==> config.mk <==
export PLATFORM = sky130hd
export DESIGN_NAME = read_check_master_flat
export DESIGN_NICKNAME = d
export VERILOG_FILES = /design/src/rtl/read_check_pkg.sv /design/src/rtl/read_check_master_if.sv /design/src/rtl/read_check_master_watchdog.sv /design/src/rtl/read_check_master.sv /design/src/flat_wrapper.sv
export SDC_FILE = /design/constraint.sdc
export NUM_CORES = 1
export LEC_CHECK = 0
export ABC_AREA = 0
export BUFFER_PORTS_ARGS = -buffer_cell sky130_fd_sc_hd__buf_4
export CAP_MARGIN = 25
export CELL_PAD_IN_SITES_DETAIL_PLACEMENT = 1
export CELL_PAD_IN_SITES_GLOBAL_PLACEMENT = 1
export CORE_MARGIN = 5
export CORE_UTILIZATION = 37
export CTS_BUF_LIST = sky130_fd_sc_hd__clkbuf_8 sky130_fd_sc_hd__clkbuf_16
export CTS_CLUSTER_SIZE = 20
export DETAILED_ROUTE_END_ITERATION = 6
export PLACE_DENSITY = 0.88
export SLEW_MARGIN = 20
export SYNTH_ARGS = -nofsm -noshare
export SYNTH_HDL_FRONTEND = slang
export SYNTH_SLANG_ARGS = --single-unit
==> constraint.sdc <==
create_clock -name clk -period 3.1 [get_ports clk]
set_input_delay 0.31 -clock clk [delete_from_list [all_inputs] [get_ports clk]]
set_output_delay 0.31 -clock clk [all_outputs]
set_load 0.05 [all_outputs]
==> src/rtl/read_check_pkg.sv <==
// -----------------------------------------------------------------------------
// read_check_pkg
// Shared definitions for the SDRAM read-check master:
//   state_t          - controller states (IDLE, READ, WAIT_DATA, DONE)
//   DEFAULT_PATTERN  - value every word is expected to hold
//   ERR_COUNT_MAX    - saturation value of the mismatch counter
//   sat_inc16()      - saturating 16-bit increment used for error counting
// -----------------------------------------------------------------------------
package read_check_pkg;

    typedef enum logic [1:0] {
        IDLE      = 2'd0,
        READ      = 2'd1,
        WAIT_DATA = 2'd2,
        DONE      = 2'd3
    } state_t;

    localparam logic [31:0] DEFAULT_PATTERN = 32'hDEADBEEF;
    localparam logic [15:0] ERR_COUNT_MAX   = 16'hFFFF;

    // Increment that sticks at all-ones instead of wrapping back to zero.
    function automatic logic [15:0] sat_inc16(input logic [15:0] value);
        return (value == ERR_COUNT_MAX) ? value : value + 16'd1;
    endfunction

endpackage

==> src/rtl/read_check_master_if.sv <==
// -----------------------------------------------------------------------------
// read_check_master_if
// Avalon-MM read bus between the read-check master and the SDRAM slave.
//   address       master -> slave  word address
//   read_n        master -> slave  read strobe, active-low
//   byteenable    master -> slave  byte lanes (always all ones)
//   readdata      slave -> master  returned word
//   readdatavalid slave -> master  readdata qualifier
//   waitrequest   slave -> master  stall for the current command
// -----------------------------------------------------------------------------
interface read_check_master_if #(
    parameter int ADDRESSWIDTH    = 25,
    parameter int DATAWIDTH       = 32,
    parameter int BYTEENABLEWIDTH = 4
);
    logic [ADDRESSWIDTH-1:0]    address;
    logic                       read_n;
    logic [BYTEENABLEWIDTH-1:0] byteenable;
    logic [DATAWIDTH-1:0]       readdata;
    logic                       readdatavalid;
    logic                       waitrequest;

    modport master (
        output address,
        output read_n,
        output byteenable,
        input  readdata,
        input  readdatavalid,
        input  waitrequest
    );

    modport slave (
        input  address,
        input  read_n,
        input  byteenable,
        output readdata,
        output readdatavalid,
        output waitrequest
    );
endinterface

==> src/rtl/read_check_master_watchdog.sv <==
// -----------------------------------------------------------------------------
// rc_watchdog
// Per-word watchdog counter for the read-check master.
//   clk     in   clock
//   reset   in   synchronous active-high reset
//   load    in   clear the count (start of a new word)
//   enable  in   count this cycle
//   expire  out  asserted in the cycle the count reaches LIMIT-1 while enabled,
//                so the owner leaves its wait state exactly LIMIT cycles after
//                the count was cleared
// -----------------------------------------------------------------------------
module rc_watchdog #(
    parameter int LIMIT = 1024
) (
    input  logic clk,
    input  logic reset,
    input  logic load,
    input  logic enable,
    output logic expire
);
    localparam int CW = $clog2(LIMIT + 1);

    logic [CW-1:0] count_q;

    always_ff @(posedge clk) begin
        if (reset || load) begin
            count_q <= '0;
        end else if (enable && (count_q != CW'(LIMIT))) begin
            // Stop at LIMIT so a late owner reaction can never wrap the count.
            count_q <= count_q + CW'(1);
        end
    end

    assign expire = enable && (count_q >= CW'(LIMIT - 1));

endmodule

==> src/rtl/read_check_master.sv <==
// -----------------------------------------------------------------------------
// read_check_master
// Reads word_count consecutive SDRAM words starting at base_address over an
// Avalon-MM master port and compares each to PATTERN, counting mismatches and
// remembering the address of the first one.
//
// Ports
//   clk                  in   clock, rising edge
//   reset                in   synchronous active-high reset
//   start                in   one-cycle run request (ignored while busy)
//   base_address         in   first word address of the run
//   word_count           in   number of words to read (0 -> immediate done)
//   av                   master modport of read_check_master_if (Avalon bus)
//   busy                 out  high in READ and WAIT_DATA
//   done                 out  high in DONE; status held until next start
//   error_count          out  saturating mismatch count
//   first_error_address  out  address of the first mismatching word
//   timeout              out  run ended by the per-word watchdog
//
// Build option
//   READ_CHECK_TIMEOUT_EN - compiles in the rc_watchdog per-word watchdog
//   (TIMEOUT_CYCLES cycles per word). Without it timeout is constant 0 and a
//   missing response stalls the run indefinitely.
// -----------------------------------------------------------------------------
module read_check_master
    import read_check_pkg::*;
#(
    parameter int                   ADDRESSWIDTH    = 25,
    parameter int                   DATAWIDTH       = 32,
    parameter int                   BYTEENABLEWIDTH = 4,
    parameter logic [DATAWIDTH-1:0] PATTERN         = DATAWIDTH'(DEFAULT_PATTERN),
    parameter int                   TIMEOUT_CYCLES  = 1024
) (
    input  logic                    clk,
    input  logic                    reset,
    input  logic                    start,
    input  logic [ADDRESSWIDTH-1:0] base_address,
    input  logic [15:0]             word_count,
    read_check_master_if.master     av,
    output logic                    busy,
    output logic                    done,
    output logic [15:0]             error_count,
    output logic [ADDRESSWIDTH-1:0] first_error_address,
    output logic                    timeout
);

    state_t                  state_q;
    logic [ADDRESSWIDTH-1:0] address_q;
    logic [15:0]             remaining_q;
    logic                    read_n_q;
    logic                    busy_q;
    logic                    done_q;
    logic [15:0]             error_count_q;
    logic [ADDRESSWIDTH-1:0] first_error_address_q;
    logic                    timeout_q;
    logic                    timeout_hit;

`ifdef READ_CHECK_TIMEOUT_EN
    logic wd_load;
    logic wd_enable;

    // The count restarts every time the FSM is about to enter READ, both at
    // run start and when moving on to the next word.
    assign wd_load = (((state_q == IDLE) || (state_q == DONE)) && start && (word_count != 16'd0))
                  || ((state_q == WAIT_DATA) && av.readdatavalid && (remaining_q != 16'd1));
    assign wd_enable = busy_q;

    rc_watchdog #(
        .LIMIT (TIMEOUT_CYCLES)
    ) u_watchdog (
        .clk    (clk),
        .reset  (reset),
        .load   (wd_load),
        .enable (wd_enable),
        .expire (timeout_hit)
    );
`else
    assign timeout_hit = 1'b0;
`endif

    always_ff @(posedge clk) begin
        if (reset) begin
            state_q               <= IDLE;
            address_q             <= '0;
            remaining_q           <= '0;
            read_n_q              <= 1'b1;
            busy_q                <= 1'b0;
            done_q                <= 1'b0;
            error_count_q         <= '0;
            first_error_address_q <= '0;
            timeout_q             <= 1'b0;
        end else begin
            case (state_q)
                IDLE, DONE: begin
                    if (start) begin
                        address_q             <= base_address;
                        remaining_q           <= word_count;
                        error_count_q         <= '0;
                        first_error_address_q <= '0;
                        timeout_q             <= 1'b0;
                        if (word_count == 16'd0) begin
                            state_q  <= DONE;
                            read_n_q <= 1'b1;
                            busy_q   <= 1'b0;
                            done_q   <= 1'b1;
                        end else begin
                            state_q  <= READ;
                            read_n_q <= 1'b0;
                            busy_q   <= 1'b1;
                            done_q   <= 1'b0;
                        end
                    end
                end

                READ: begin
                    // An accepted command takes priority over a simultaneous
                    // expiry; the watchdog then fires in WAIT_DATA if needed.
                    if (!av.waitrequest) begin
                        state_q  <= WAIT_DATA;
                        read_n_q <= 1'b1;
                    end else if (timeout_hit) begin
                        state_q   <= DONE;
                        read_n_q  <= 1'b1;
                        busy_q    <= 1'b0;
                        done_q    <= 1'b1;
                        timeout_q <= 1'b1;
                    end
                end

                WAIT_DATA: begin
                    if (av.readdatavalid) begin
                        if (av.readdata != PATTERN) begin
                            error_count_q <= sat_inc16(error_count_q);
                            // A zero count means no mismatch yet in this run
                            // (the counter saturates, so it never wraps to 0).
                            if (error_count_q == 16'd0) begin
                                first_error_address_q <= address_q;
                            end
                        end
                        if (remaining_q == 16'd1) begin
                            state_q <= DONE;
                            busy_q  <= 1'b0;
                            done_q  <= 1'b1;
                        end else begin
                            state_q     <= READ;
                            read_n_q    <= 1'b0;
                            address_q   <= address_q + ADDRESSWIDTH'(1);
                            remaining_q <= remaining_q - 16'd1;
                        end
                    end else if (timeout_hit) begin
                        state_q   <= DONE;
                        busy_q    <= 1'b0;
                        done_q    <= 1'b1;
                        timeout_q <= 1'b1;
                    end
                end

                default: begin
                    state_q  <= IDLE;
                    read_n_q <= 1'b1;
                    busy_q   <= 1'b0;
                    done_q   <= 1'b0;
                end
            endcase
        end
    end

    assign av.address = address_q;
    assign av.read_n  = read_n_q;

    generate
        for (genvar gi = 0; gi < BYTEENABLEWIDTH; gi++) begin : g_byteenable
            assign av.byteenable[gi] = 1'b1;
        end
    endgenerate

    assign busy                = busy_q;
    assign done                = done_q;
    assign error_count         = error_count_q;
    assign first_error_address = first_error_address_q;
    assign timeout             = timeout_q;

endmodule

==> src/flat_wrapper.sv <==
// flat-port wrapper written by rule: the top's interface ports become plain ports
module read_check_master_flat import read_check_pkg::*;
#(
    parameter int                   ADDRESSWIDTH    = 25,
    parameter int                   DATAWIDTH       = 32,
    parameter int                   BYTEENABLEWIDTH = 4,
    parameter logic [DATAWIDTH-1:0] PATTERN         = DATAWIDTH'(DEFAULT_PATTERN),
    parameter int                   TIMEOUT_CYCLES  = 1024
)
  (clk, reset, start, base_address, word_count, busy, done, error_count, first_error_address, timeout, av_address, av_read_n, av_byteenable, av_readdata, av_readdatavalid, av_waitrequest);
  read_check_master_if #(.ADDRESSWIDTH(ADDRESSWIDTH), .DATAWIDTH(DATAWIDTH), .BYTEENABLEWIDTH(BYTEENABLEWIDTH)) av_i ();
  input  logic clk;
  input  logic reset;
  input  logic start;
  input  logic [ADDRESSWIDTH-1:0] base_address;
  input  logic [15:0] word_count;
  output logic busy;
  output logic done;
  output logic [15:0] error_count;
  output logic [ADDRESSWIDTH-1:0] first_error_address;
  output logic timeout;
  output wire logic [$bits(av_i.address)-1:0] av_address;
  output wire logic [$bits(av_i.read_n)-1:0] av_read_n;
  output wire logic [$bits(av_i.byteenable)-1:0] av_byteenable;
  input wire logic [$bits(av_i.readdata)-1:0] av_readdata;
  input wire logic [$bits(av_i.readdatavalid)-1:0] av_readdatavalid;
  input wire logic [$bits(av_i.waitrequest)-1:0] av_waitrequest;
  assign av_address = av_i.address;
  assign av_read_n = av_i.read_n;
  assign av_byteenable = av_i.byteenable;
  assign av_i.readdata = av_readdata;
  assign av_i.readdatavalid = av_readdatavalid;
  assign av_i.waitrequest = av_waitrequest;
  read_check_master #(.ADDRESSWIDTH(ADDRESSWIDTH), .DATAWIDTH(DATAWIDTH), .BYTEENABLEWIDTH(BYTEENABLEWIDTH), .PATTERN(PATTERN), .TIMEOUT_CYCLES(TIMEOUT_CYCLES)) u_core (.clk(clk), .reset(reset), .start(start), .base_address(base_address), .word_count(word_count), .av(av_i), .busy(busy), .done(done), .error_count(error_count), .first_error_address(first_error_address), .timeout(timeout));
endmodule
==> results of run 1 <==
flip-flops by register name (all words and copies together) (netlist names):
| signal | count |
|---|---|
| u_core.av.address | 25 |
| u_core.av.read_n | 1 |
| u_core.busy | 1 |
| u_core.done | 1 |
| u_core.error_count | 16 |
| u_core.first_error_address | 25 |
| u_core.remaining_q | 16 |
| u_core.state_q | 2 |
metal layers:
layer  GRT usage (%)  part of all wire [%]  routed length [um]  vias to the layer above
met4            8.08                   2.5                 477                        0
met2            39.8                    50                9600                      220
met1            28.9                    41                7780                     2895
met3            5.63                   6.4                1220                       33
met5               0                     0                   0                        -
li1                -                     -                   -                     2717
path summary, 6_finish.rpt:
path	start	end	slack, ps	cells after the start
min	base_address[24]	u_core.av.address[24]	230	3
max reg2reg	u_core.remaining_q[0]	u_core.av.address[13]	370	6
min reg2reg	u_core.busy	u_core.busy	470	2
max	u_core.remaining_q[0]	u_core.av.address[13]	370	6
logic make-up (layout without fill, tap and decap cells):
group / after synthesis / in the layout / share of synthesized area [%]
flops: 87 / 87 / 35.0
simple gates: 263 / 263 / 30.2
fa+ha+maj: 8 / 8 / 2.01
buf+inv: 73 / 193 / 6.08
other cells: 2 / 5 / 0.151
mux: 6 / 6 / 1.23
compound gates: 214 / 214 / 25.4
where the power goes:
part           internal, mW  switching (mW)  leakage (nW)
logic                 0.928            2.04          1.60
registers              1.39           0.495         0.710
clock network         0.642           0.471         0.142
final cells by class:
type | count | area share, %
timing repair buffer | 159 | 18.4
multi-input combinational | 496 | 45.6
inverter | 18 | 1.04
clock inverter | 6 | 0.947
tap | 176 | 3.40
clock buffer | 10 | 3.69
sequential | 87 | 26.9
tightest hold or removal path: stages:
cell	delay, ps
buf_4	80
nand2_1	40
a31oi_1	110
stage by stage:
| stage | setup slack [ps] | hold WS, ps | util [%] | instances |
|---|---|---|---|---|
| floorplan | 696 | 458 | - | 656 |
| global placement | 623 | 458 | 46.6 | 936 |
| detailed placement | 456 | 463 | 46.6 | 936 |
| CTS | 429 | 234 | 48.9 | 952 |
| global route | 117 | 254 | 48.9 | 952 |
| finish | 374 | 234 | 48.9 | 952 |
placed cells by master (no fill, tap or decap), types with 3 or more instances in the layout:
cell type,instances
o21a_1,4
and4_1,13
and3_1,7
o2bb2ai_1,6
clkinvlp_4,3
o22ai_1,8
buf_4,159
ha_1,7
dfxtp_1,87
clkbuf_16,9
nand4_1,46
o32ai_1,8
a211oi_1,11
or3_1,20
nor4_1,23
or4_1,8
nor2_1,29
a31oi_1,9
conb_1,5
inv_1,17
nor3b_1,3
nor3_1,12
o31ai_1,5
a21oi_1,81
nand2_1,52
o21ai_0,62
nor2b_1,7
nand4b_1,7
mux2i_1,5
nand3_1,21
==> metrics.md, run 1 <==
| Metric | Value |
|---|---|
| Starting Density | `37.6%` |
| Setup_tns | `0 ps` |
| CP max-delay cell | `o21ai_2` |
| Dominant cells by area after synthesis | `dfxtp_1 (35%), a21oi_1 (8.1%), o21ai_0 (6.3%)` |
| Yosys cell types | `56` |
| Post-synth top area share | `35.0%` |
| Synth Register Bits | `87` |
| CTS resizes | `0` |
| Vias per cell | `6.16` |
| DR WL/cell | `20.0 um` |
| Tot Pwr | `5.97 mW` |
| Final ANT Viol Nets | `0` |
| Tcrit/Tclk final | `87.9%` |
| Final Hold Fails | `0` |
| Most area-hungry cell type in the Yosys netlist | `dfxtp_1` |
| Number of port buffers | `146` |
| Maxcap violations | `0` |
| Relative slew slack | `30.8%` |
| Core area | `0.0132 mm2` |
| CP startpoint kind | `register` |
| Via Count | `5865` |
| # rows | `42` |
| Hold Path Class | `input pin to register` |
| Setup Skew | `8.05 ps` |
| Post-Synthesis Cells | `653` |
| GP Congestion | `0.920` |
| Cell area after layout | `0.00648 mm2` |
| Post-Route WL | `19100 um` |
| Required @ worst endpoint | `3340 ps` |
| Max Freq | `367 MHz` |
| Worst-case clock buffer depth | `2` |
| Die H | `126 um` |
| Post-layout nets | `857` |
| RSZ-0062 raised after global routing | `no` |
| Die area | `0.0159 mm2` |
| CP delay by family, top | `simple AND/OR/NAND/NOR gates` |
| Starting DRT DRC Count | `445` |
| CP max stage delay | `840 ps` |
| Root Buffer Master | `clkbuf_16` |
| Synth async-reset ratio | `0%` |
| Cell mode on critical path | `nor4_1` |
| All-Layer GR Usage | `23.4%` |
| Footprint of the multi-input gates | `0.00295 mm2` |
| Avg Inst Size Synth | `7.63 um2` |
| Ant. Diodes | `0` |
| Post-CTS Setup Inserts | `0` |
| Grt ovf | `0` |
| Critical path, cell by cell | `ha_1, nor4b_1, nand4_1, o21ai_2, nor4_1, nor4_1` |
| Worst-path clk slew | `70 ps` |
| Post-route DRC | `0` |
| Setup Viol. Count Final | `0` |
| Maximum vdd drop | `0.390 mV` |
| Ports | `152` |
| Register area | `0.00174 mm2` |
| Number of global-route vias before repair | `5935` |
| Post-synthesis sequential area ratio | `35.0%` |
| DR pass1 iterations | `5` |
| Worst EP arrival | `2960 ps` |
| Element type at the critical path end | `register` |
| Synth cell count leaders | `dfxtp_1 (87), a21oi_1 (81), o21ai_0 (63)` |
| Top_reg_cell synth | `dfxtp_1` |
| CP Class | `register to register` |
| Final HPWL DP | `14000 um` |
| Hold-fix buffers at CTS | `0` |
| Netlist Area Pre-Place | `0.00498 mm2` |
| Die width | `126 um` |
| Num CTS Buffers | `9` |
| Most frequent cell after synthesis | `dfxtp_1` |
| CTS tree | `yes` |
| Synth Warn # | `0` |
| First-pass GRT wire length | `30700 um` |
| Status | `complete, no violations` |
| Post-synthesis to final-layout area growth | `30.1%` |
| Fraction of layout cells with a size suffix above 1 | `23.6%` |
| Initial antenna violation count | `0` |
| Fillers | `1662` |
| Fin crit period | `2730 ps` |
| Leak pwr | `2.45 nW` |
| Placed instance area | `0.00618 mm2` |
| EDFF count, synth | `0` |
| Crit path buffers/inverters | `0` |
| Worst skew pair latency | `350 ps` |
| Slew @ Worst Pin | `1040 ps` |
| Worst Path Max Fanout | `25` |
| Final Max Tran Viols | `0` |
| # H-tree levels | `3` |
| Largest net degree at the start of global routing | `61` |
| Clock sinks | `87` |
| Pwr Density | `922 mW/mm2` |
Note: power is estimated with default switching activity, not from simulation.
==> inputs of run 2 (changes only) <==
--- a/config.mk
+++ b/config.mk
@@ -5,17 +5,17 @@
 export SDC_FILE = /design/constraint.sdc
 export NUM_CORES = 1
 export LEC_CHECK = 0
-export ABC_AREA = 0
+export ABC_AREA = 1
 export BUFFER_PORTS_ARGS = -buffer_cell sky130_fd_sc_hd__buf_4
 export CAP_MARGIN = 25
 export CELL_PAD_IN_SITES_DETAIL_PLACEMENT = 1
 export CELL_PAD_IN_SITES_GLOBAL_PLACEMENT = 1
 export CORE_MARGIN = 5
-export CORE_UTILIZATION = 37
+export CORE_UTILIZATION = 36
 export CTS_BUF_LIST = sky130_fd_sc_hd__clkbuf_8 sky130_fd_sc_hd__clkbuf_16
 export CTS_CLUSTER_SIZE = 20
 export DETAILED_ROUTE_END_ITERATION = 6
-export PLACE_DENSITY = 0.88
+export PLACE_DENSITY = 0.89
 export SLEW_MARGIN = 20
 export SYNTH_ARGS = -nofsm -noshare
 export SYNTH_HDL_FRONTEND = slang
==> run 2 against run 1 <==
Maximum frequency up 13%. Non-clock buffer count down 5. Critical endpoint is now u_core.first_error_address[1]. Setup slack better by 320 ps. Core utilization down 2.8 points. Critical path type unchanged. Worst hold slack better by 30 ps. Highest routed layer unchanged. Sequential share of layout area down 1.9 points. Largest cell class unchanged.
==> metrics.md, run 2 <==
| Metric | Value |
|---|---|
| Post-synthesis sequential area ratio | `31.7% (-3.3 points)` |
| Setup Viol. Count Final | `0 (unchanged)` |
| Hold Path Class | `input pin to register` |
| Placed instance area | `0.00669 mm2 (+8.3%)` |
| Number of port buffers | `146 (unchanged)` |
| Placed Cells incl. Taps | `1226 (+31%)` |
| Tot Pwr | `6.69 mW (+12%)` |
| Clock sinks | `87 (unchanged)` |
| Yosys cell types | `40 (-29%)` |
| Hold-fix buffers at CTS | `0 (unchanged)` |
| Setup_tns | `0 ps (unchanged)` |
| Worst-case clock buffer depth | `2 (unchanged)` |
| DR WL/cell | `15.5 um (-23%)` |
| Worst skew pair latency | `350 ps (about the same)` |
| Most frequent cells in the layout | `nand2_1 (269), nor2_1 (163), buf_4 (153)` |
| Post-synth top area share | `31.7% (-3.3 points)` |
| FF-to-FF setup slack | `690 ps (+320 ps)` |
| Die width | `134 um (+6.0%)` |
| Post-Route WL | `19300 um (+0.94%)` |
| Fin crit period | `2410 ps (-318 ps)` |
| Grt met1 use | `26.9% (-2.0 points)` |
| CP Class | `register to register` |
| Ant. Diodes | `0 (unchanged)` |
| Largest net degree at the start of global routing | `73 (+20%)` |
| First-pass GRT wire length | `31800 um (+3.5%)` |
| Final hold slack | `264 ps (+30.2 ps)` |
| Final Max Tran Viols | `0 (unchanged)` |
| Post-CTS Setup Inserts | `0 (unchanged)` |
| Synth Warn # | `0 (unchanged)` |
| Ports | `152 (unchanged)` |
| Final Hold Fails | `0 (unchanged)` |
| RSZ-0062 raised after global routing | `no` |
| Max Freq | `415 MHz (+13%)` |
| Tcrit/Tclk final | `77.7% (-10 points)` |
| Netlist Area Pre-Place | `0.00549 mm2 (+10%)` |
| Most frequent cell after synthesis | `nand2_1` |
| Pwr Density | `961 mW/mm2 (+4.3%)` |
| Maximum vdd drop | `0.404 mV (+3.7%)` |
| Worst-path clk slew | `70 ps (about the same)` |
| Non-Filler Instances | `1241 (+30%)` |
| Footprint of the multi-input gates | `0.00319 mm2 (+7.9%)` |
| Post-synthesis to final-layout area growth | `26.7%` |
| Synth Register Bits | `87 (unchanged)` |
| RR Endpoint | `u_core.first_error_address[1]` |
| EDFF count, synth | `0 (unchanged)` |
| Met3 usage | `3.02% (-2.6 points)` |
| Most area-hungry cell type in the Yosys netlist | `dfxtp_1` |
| # H-tree levels | `3 (unchanged)` |
| CTS resizes | `0 (unchanged)` |
| Final ANT Viol Nets | `0 (unchanged)` |
| Setup Skew | `9.47 ps (+1.41 ps)` |
| Num CTS Buffers | `9 (unchanged)` |
| All-Layer GR Usage | `21.6% (-1.7 points)` |
| Crit. Startpoint | `u_core.state_q[0]` |
| CTS tree | `yes` |
| Most common cell after layout, fill and taps aside | `nand2_1` |
| Die area | `0.0178 mm2 (+12%)` |
| Worst EP arrival | `2640 ps (-320 ps)` |
| Grt ovf | `0 (unchanged)` |
| Fillers | `2108 (+27%)` |
| Element type at the critical path end | `register` |
| CP startpoint kind | `register` |
| Vias per cell | `5.09 (-17%)` |
| Final HPWL DP | `14300 um (+1.7%)` |
| Die H | `134 um (+6.0%)` |
| Synth async-reset ratio | `0% (unchanged)` |
| Slew @ Worst Pin | `776 ps (-262 ps)` |
| Register area | `0.00174 mm2 (unchanged)` |
| Post-route DRC | `0 (unchanged)` |
| Status | `complete, no violations` |
| Top_reg_cell synth | `dfxtp_1` |
| Fraction of layout cells with a size suffix above 1 | `17.8% (-5.8 points)` |
| Starting Density | `36.4% (-1.2 points)` |
| Root Buffer Master | `clkbuf_16` |
| # rows | `45 (+7.1%)` |
| HP Start | `base_address[14]` |
| Avg Inst Size Synth | `5.95 um2 (-22%)` |
| Starting DRT DRC Count | `333 (-25%)` |
| Dominant cells by area after synthesis | `dfxtp_1 (32%), nand2_1 (18%), nor2_1 (11%)` |
| Post-layout nets | `1135 (+32%)` |
| Required @ worst endpoint | `3330 ps (about the same)` |
| Maxcap violations | `0 (unchanged)` |
| Leak pwr | `3.24 nW (+32%)` |
| M2 GR Usage | `38.5% (-1.3 points)` |
| Number of global-route vias before repair | `6565 (+11%)` |
| Worst Hold Path Cells | `3 (unchanged)` |
| Relative slew slack | `48.3% (+17 points)` |
| DR pass1 iterations | `4 (-1)` |
| Initial antenna violation count | `0 (unchanged)` |
| GP Congestion | `0.825 (-10%)` |
| Via Count | `6320 (+7.8%)` |
| Reg2Reg Depth | `10 (+4)` |
| Post-Synthesis Cells | `924 (+42%)` |
| Synth cell count leaders | `nand2_1 (269), nor2_1 (163), inv_1 (92)` |
| Hold path endpoint | `u_core.av.address[14]` |
| Core area | `0.0151 mm2 (+14%)` |
| Worst Path Max Fanout | `25 (unchanged)` |
| Cell area after layout | `0.00696 mm2 (+7.5%)` |
| Gr busiest metal | `met2` |
| R2R Path Start | `u_core.state_q[0]` |
[run 2: changes by cell type in the layout (fill, tap and decap cells not counted), sizes merged, moves of 9 or more]
cell    change
nand2     +218
nand3      +42
nor2      +138
or3        -20
a21oi      -14
nor4       -22
inv        +77
a211oi      -9
nand4      -31
and4       -13
[run 2: layout make-up]
cell class	count	share of cell area [%]
clock buffers	10	3.43
clock inverters	5	0.503
inverters	95	5.12
multi-input cells	702	45.8
flip-flops and latches	87	25.0
well taps	188	3.38
repair buffers	154	16.8
[run 2: how the worst max path moves through the flow]
stage | end | slack [ps] | depth (start not counted)
floorplan | u_core.error_count[13] | 1070 | 8
global placement | u_core.first_error_address[10] | 820 | 10
detailed placement | u_core.first_error_address[1] | 690 | 10
CTS | u_core.first_error_address[1] | 680 | 10
global route | u_core.first_error_address[9] | 450 | 10
finish | u_core.first_error_address[1] | 690 | 10
[run 2: worst max-delay path, cell delays in order (launching register included)]
cell	delay, ps
dfxtp_1	370
inv_1	60
ha_2	310
inv_2	100
or2_1	120
nand2_1	100
nor2_4	200
nand3_2	460
buf_12	350
a21oi_1	150
nor2_1	60
[run 2: cell families after synthesis]
logic type	Yosys count	share of synthesized area [%]
compound gates	137	13.2
xor+xnor	14	2.23
fa+ha+maj	8	1.82
buf+inv	138	10.6
flops	87	31.7
other cells	2	0.137
simple gates	538	40.3
[run 2: metal layers]
metal  routed length [um]  part of all wire (%)  vias up
met2                 9580                    50      144
met5                    0                     0        -
met1                 8510                    44     2987
met4                  388                   2.0        0
met3                  774                   4.0       28
li1                     -                     -     3161
[run 2: per-stage QoR]
| step | worst slack (ps) | utilization (%) |
|---|---|---|
| floorplan | 1070 | - |
| global placement | 822 | 44.3 |
| detailed placement | 691 | 44.3 |
| CTS | 677 | 46.1 |
| global route | 454 | 46.1 |
| finish | 692 | 46.1 |
[run 2: power by group]
group	internal [mW]	switching, mW
Sequential	1.45	0.374
Combinational	1.15	2.69
Clock	0.560	0.477
==> inputs of run 3 (changes only) <==
--- a/config.mk
+++ b/config.mk
@@ -11,11 +11,11 @@
 export CELL_PAD_IN_SITES_DETAIL_PLACEMENT = 1
 export CELL_PAD_IN_SITES_GLOBAL_PLACEMENT = 1
 export CORE_MARGIN = 5
-export CORE_UTILIZATION = 36
+export CORE_UTILIZATION = 32
 export CTS_BUF_LIST = sky130_fd_sc_hd__clkbuf_8 sky130_fd_sc_hd__clkbuf_16
 export CTS_CLUSTER_SIZE = 20
 export DETAILED_ROUTE_END_ITERATION = 6
-export PLACE_DENSITY = 0.89
+export PLACE_DENSITY = 0.84
 export SLEW_MARGIN = 20
 export SYNTH_ARGS = -nofsm -noshare
 export SYNTH_HDL_FRONTEND = slang
==> constraint.sdc (replaced) <==
create_clock -name clk -period 1.95 [get_ports clk]
set_input_delay 0.195 -clock clk [delete_from_list [all_inputs] [get_ports clk]]
set_output_delay 0.195 -clock clk [all_outputs]
set_load 0.05 [all_outputs]
==> run 3 against run 2 <==
Global-route usage fell by 1.0 points. Critical path type unchanged. Via count increased by 3.7%. Highest routed layer unchanged. Register-to-register slack got worse by 600 ps. Final cell count rose by 6.2%.
==> metrics.md, run 3 (synthesized netlist as in run 2, its figures left out) <==
| Metric | Value |
|---|---|
| Status | `complete, no violations` |
| Levels on crit path | `10 (unchanged)` |
| Tcrit/Tclk final | `95.4% (+18 points)` |
| All-Layer GR Usage | `20.6% (-1.0 points)` |
| Maxcap violations | `0 (unchanged)` |
| CP max-delay cell | `dfxtp_2` |
| Non-Filler Instances | `1318 (+6.2%)` |
| Pwr Density | `1590 mW/mm2 (+65%)` |
| DR WL/cell | `15.9 um (+2.2%)` |
| Starting Density | `32.2% (-4.2 points)` |
| Setup Viol. Count Final | `0 (unchanged)` |
| Post-route DRC | `0 (unchanged)` |
| Setup Skew | `9.60 ps (+0.134 ps)` |
| Worst Path Max Fanout | `14 (-44%)` |
| Critical path, cell by cell | `inv_1, ha_4, inv_1, or2_4, nand2_4, nor2_4, nand2_4, buf_4, nor3_1, nor2_1` |
| Cell area after layout | `0.00755 mm2 (+8.4%)` |
| Die area | `0.0199 mm2 (+12%)` |
| Final setup margin | `89.5 ps (-603 ps)` |
| Setup_tns | `0 ps (unchanged)` |
| GP Congestion | `0.916 (+11%)` |
| Fraction of layout cells with a size suffix above 1 | `22.0% (+4.3 points)` |
| Most common cell after layout, fill and taps aside | `nand2_1` |
| Final Max Tran Viols | `0 (unchanged)` |
| Core area | `0.0171 mm2 (+13%)` |
| Most frequent cells in the layout | `nand2_1 (267), buf_4 (181), nor2_1 (162)` |
| Worst slack, placed | `-194 ps (-885 ps)` |
| Fillers | `2319 (+10%)` |
| Required @ worst endpoint | `2190 ps (-1140 ps)` |
| DR pass1 iterations | `4 (unchanged)` |
| Element type at the critical path end | `register` |
| Post-Route WL | `20900 um (+8.5%)` |
| Utilization after layout | `44.2% (-1.9 points)` |
| Starting DRT DRC Count | `330 (-0.90%)` |
| Max Freq | `537 MHz (+29%)` |
| CP max stage delay | `330 ps (-130 ps)` |
| Vias per cell | `4.97 (-2.4%)` |
| Final HPWL DP | `14900 um (+4.6%)` |
| Number of global-route vias before repair | `6826 (+4.0%)` |
| Placed instance area | `0.00706 mm2 (+5.6%)` |
| CP startpoint kind | `register` |
| Largest net degree at the start of global routing | `73 (unchanged)` |
| Footprint of the multi-input gates | `0.00324 mm2 (+1.8%)` |
| Post-synthesis to final-layout area growth | `37.3%` |
| Maximum vdd drop | `0.730 mV (+81%)` |
| Grt ovf | `0 (unchanged)` |
| Leak pwr | `3.52 nW (+8.6%)` |
| Register area | `0.00175 mm2 (+0.36%)` |
| # rows | `48 (+6.7%)` |
| RSZ-0062 raised after global routing | `no` |
| Root Buffer Master | `clkbuf_16` |
| Post-layout nets | `1174 (+3.4%)` |
| Placed Cells incl. Taps | `1298 (+5.9%)` |
| Worst Hold Path Cells | `3 (unchanged)` |
| CP delay by family, top | `simple AND/OR/NAND/NOR gates` |
| Die H | `141 um (+5.6%)` |
| Hold-fix buffers at CTS | `0 (unchanged)` |
| Number of port buffers | `146 (unchanged)` |
| Hold Path Class | `input pin to register` |
| CTS tree | `yes` |
| CP Class | `register to register` |
| Worst-path clk slew | `70 ps (about the same)` |
| Final ANT Viol Nets | `0 (unchanged)` |
| # H-tree levels | `3 (unchanged)` |
| Final Hold Fails | `0 (unchanged)` |
| Worst skew pair latency | `360 ps (about the same)` |
| Fin crit period | `1860 ps (-547 ps)` |
| First-pass GRT wire length | `33800 um (+6.3%)` |
| Num CTS Buffers | `9 (unchanged)` |
| Worst-case clock buffer depth | `2 (unchanged)` |
| Ant. Diodes | `0 (unchanged)` |
| Ports | `152 (unchanged)` |
| Via Count | `6553 (+3.7%)` |
| Crit path buffers/inverters | `3 (unchanged)` |
| Initial antenna violation count | `0 (unchanged)` |
| Clock sinks | `87 (unchanged)` |
| Die width | `141 um (+5.6%)` |
| Worst EP arrival | `2100 ps (-540 ps)` |
| Reg2Reg Depth | `10 (unchanged)` |
==> run 3: path summary, 6_finish.rpt <==
check	start	to	slack [ps]
max	u_core.state_q[0]	u_core.av.address[9]	90
min	base_address[12]	u_core.av.address[12]	140
max reg2reg	u_core.state_q[0]	u_core.av.address[9]	90
min reg2reg	u_core.busy	u_core.busy	480
==> run 3: repair_timing <==
item	in CTS	in global routing
gates cloned	0	1
buffers inserted	0	3
setup endpoints to repair	36	73
resized for setup	6	22
pin swaps	0	5
==> run 3: report_power, final <==
group	switching [mW]	internal, mW
combinational	4.67	2.46
sequential	0.556	2.31
clock	0.817	1.17
==> run 3: layout make-up <==
| type | instances | area share (%) |
|---|---|---|
| flip-flops and latches | 87 | 23.2 |
| well taps | 225 | 3.73 |
| clock buffers | 10 | 3.17 |
| inverters | 95 | 4.84 |
| clock inverters | 6 | 1.21 |
| repair buffers | 193 | 20.9 |
| multi-input cells | 702 | 43.0 |
==> run 3: metrics by stage <==
stage / hold WS, ps / power, mW
finish: 144 / 12.0
global route: 169 / 12.8
CTS: 139 / 11.6
detailed placement: 475 / 9.54
global placement: 469 / 9.34
floorplan: 383 / 7.29
==> run 3: per-layer routing <==
metal	vias up	part of all wire, %	track usage, %
li1	3240	-	-
met2	144	49	35.5
met1	3149	45	26.3
met5	-	0	0
met4	0	1.4	5.46
met3	20	4.9	4.00
==> run 3: worst min-delay path, cell delays in order <==
cell and delay (ps):
buf_4 90, a21oi_1 60, a21oi_1 120
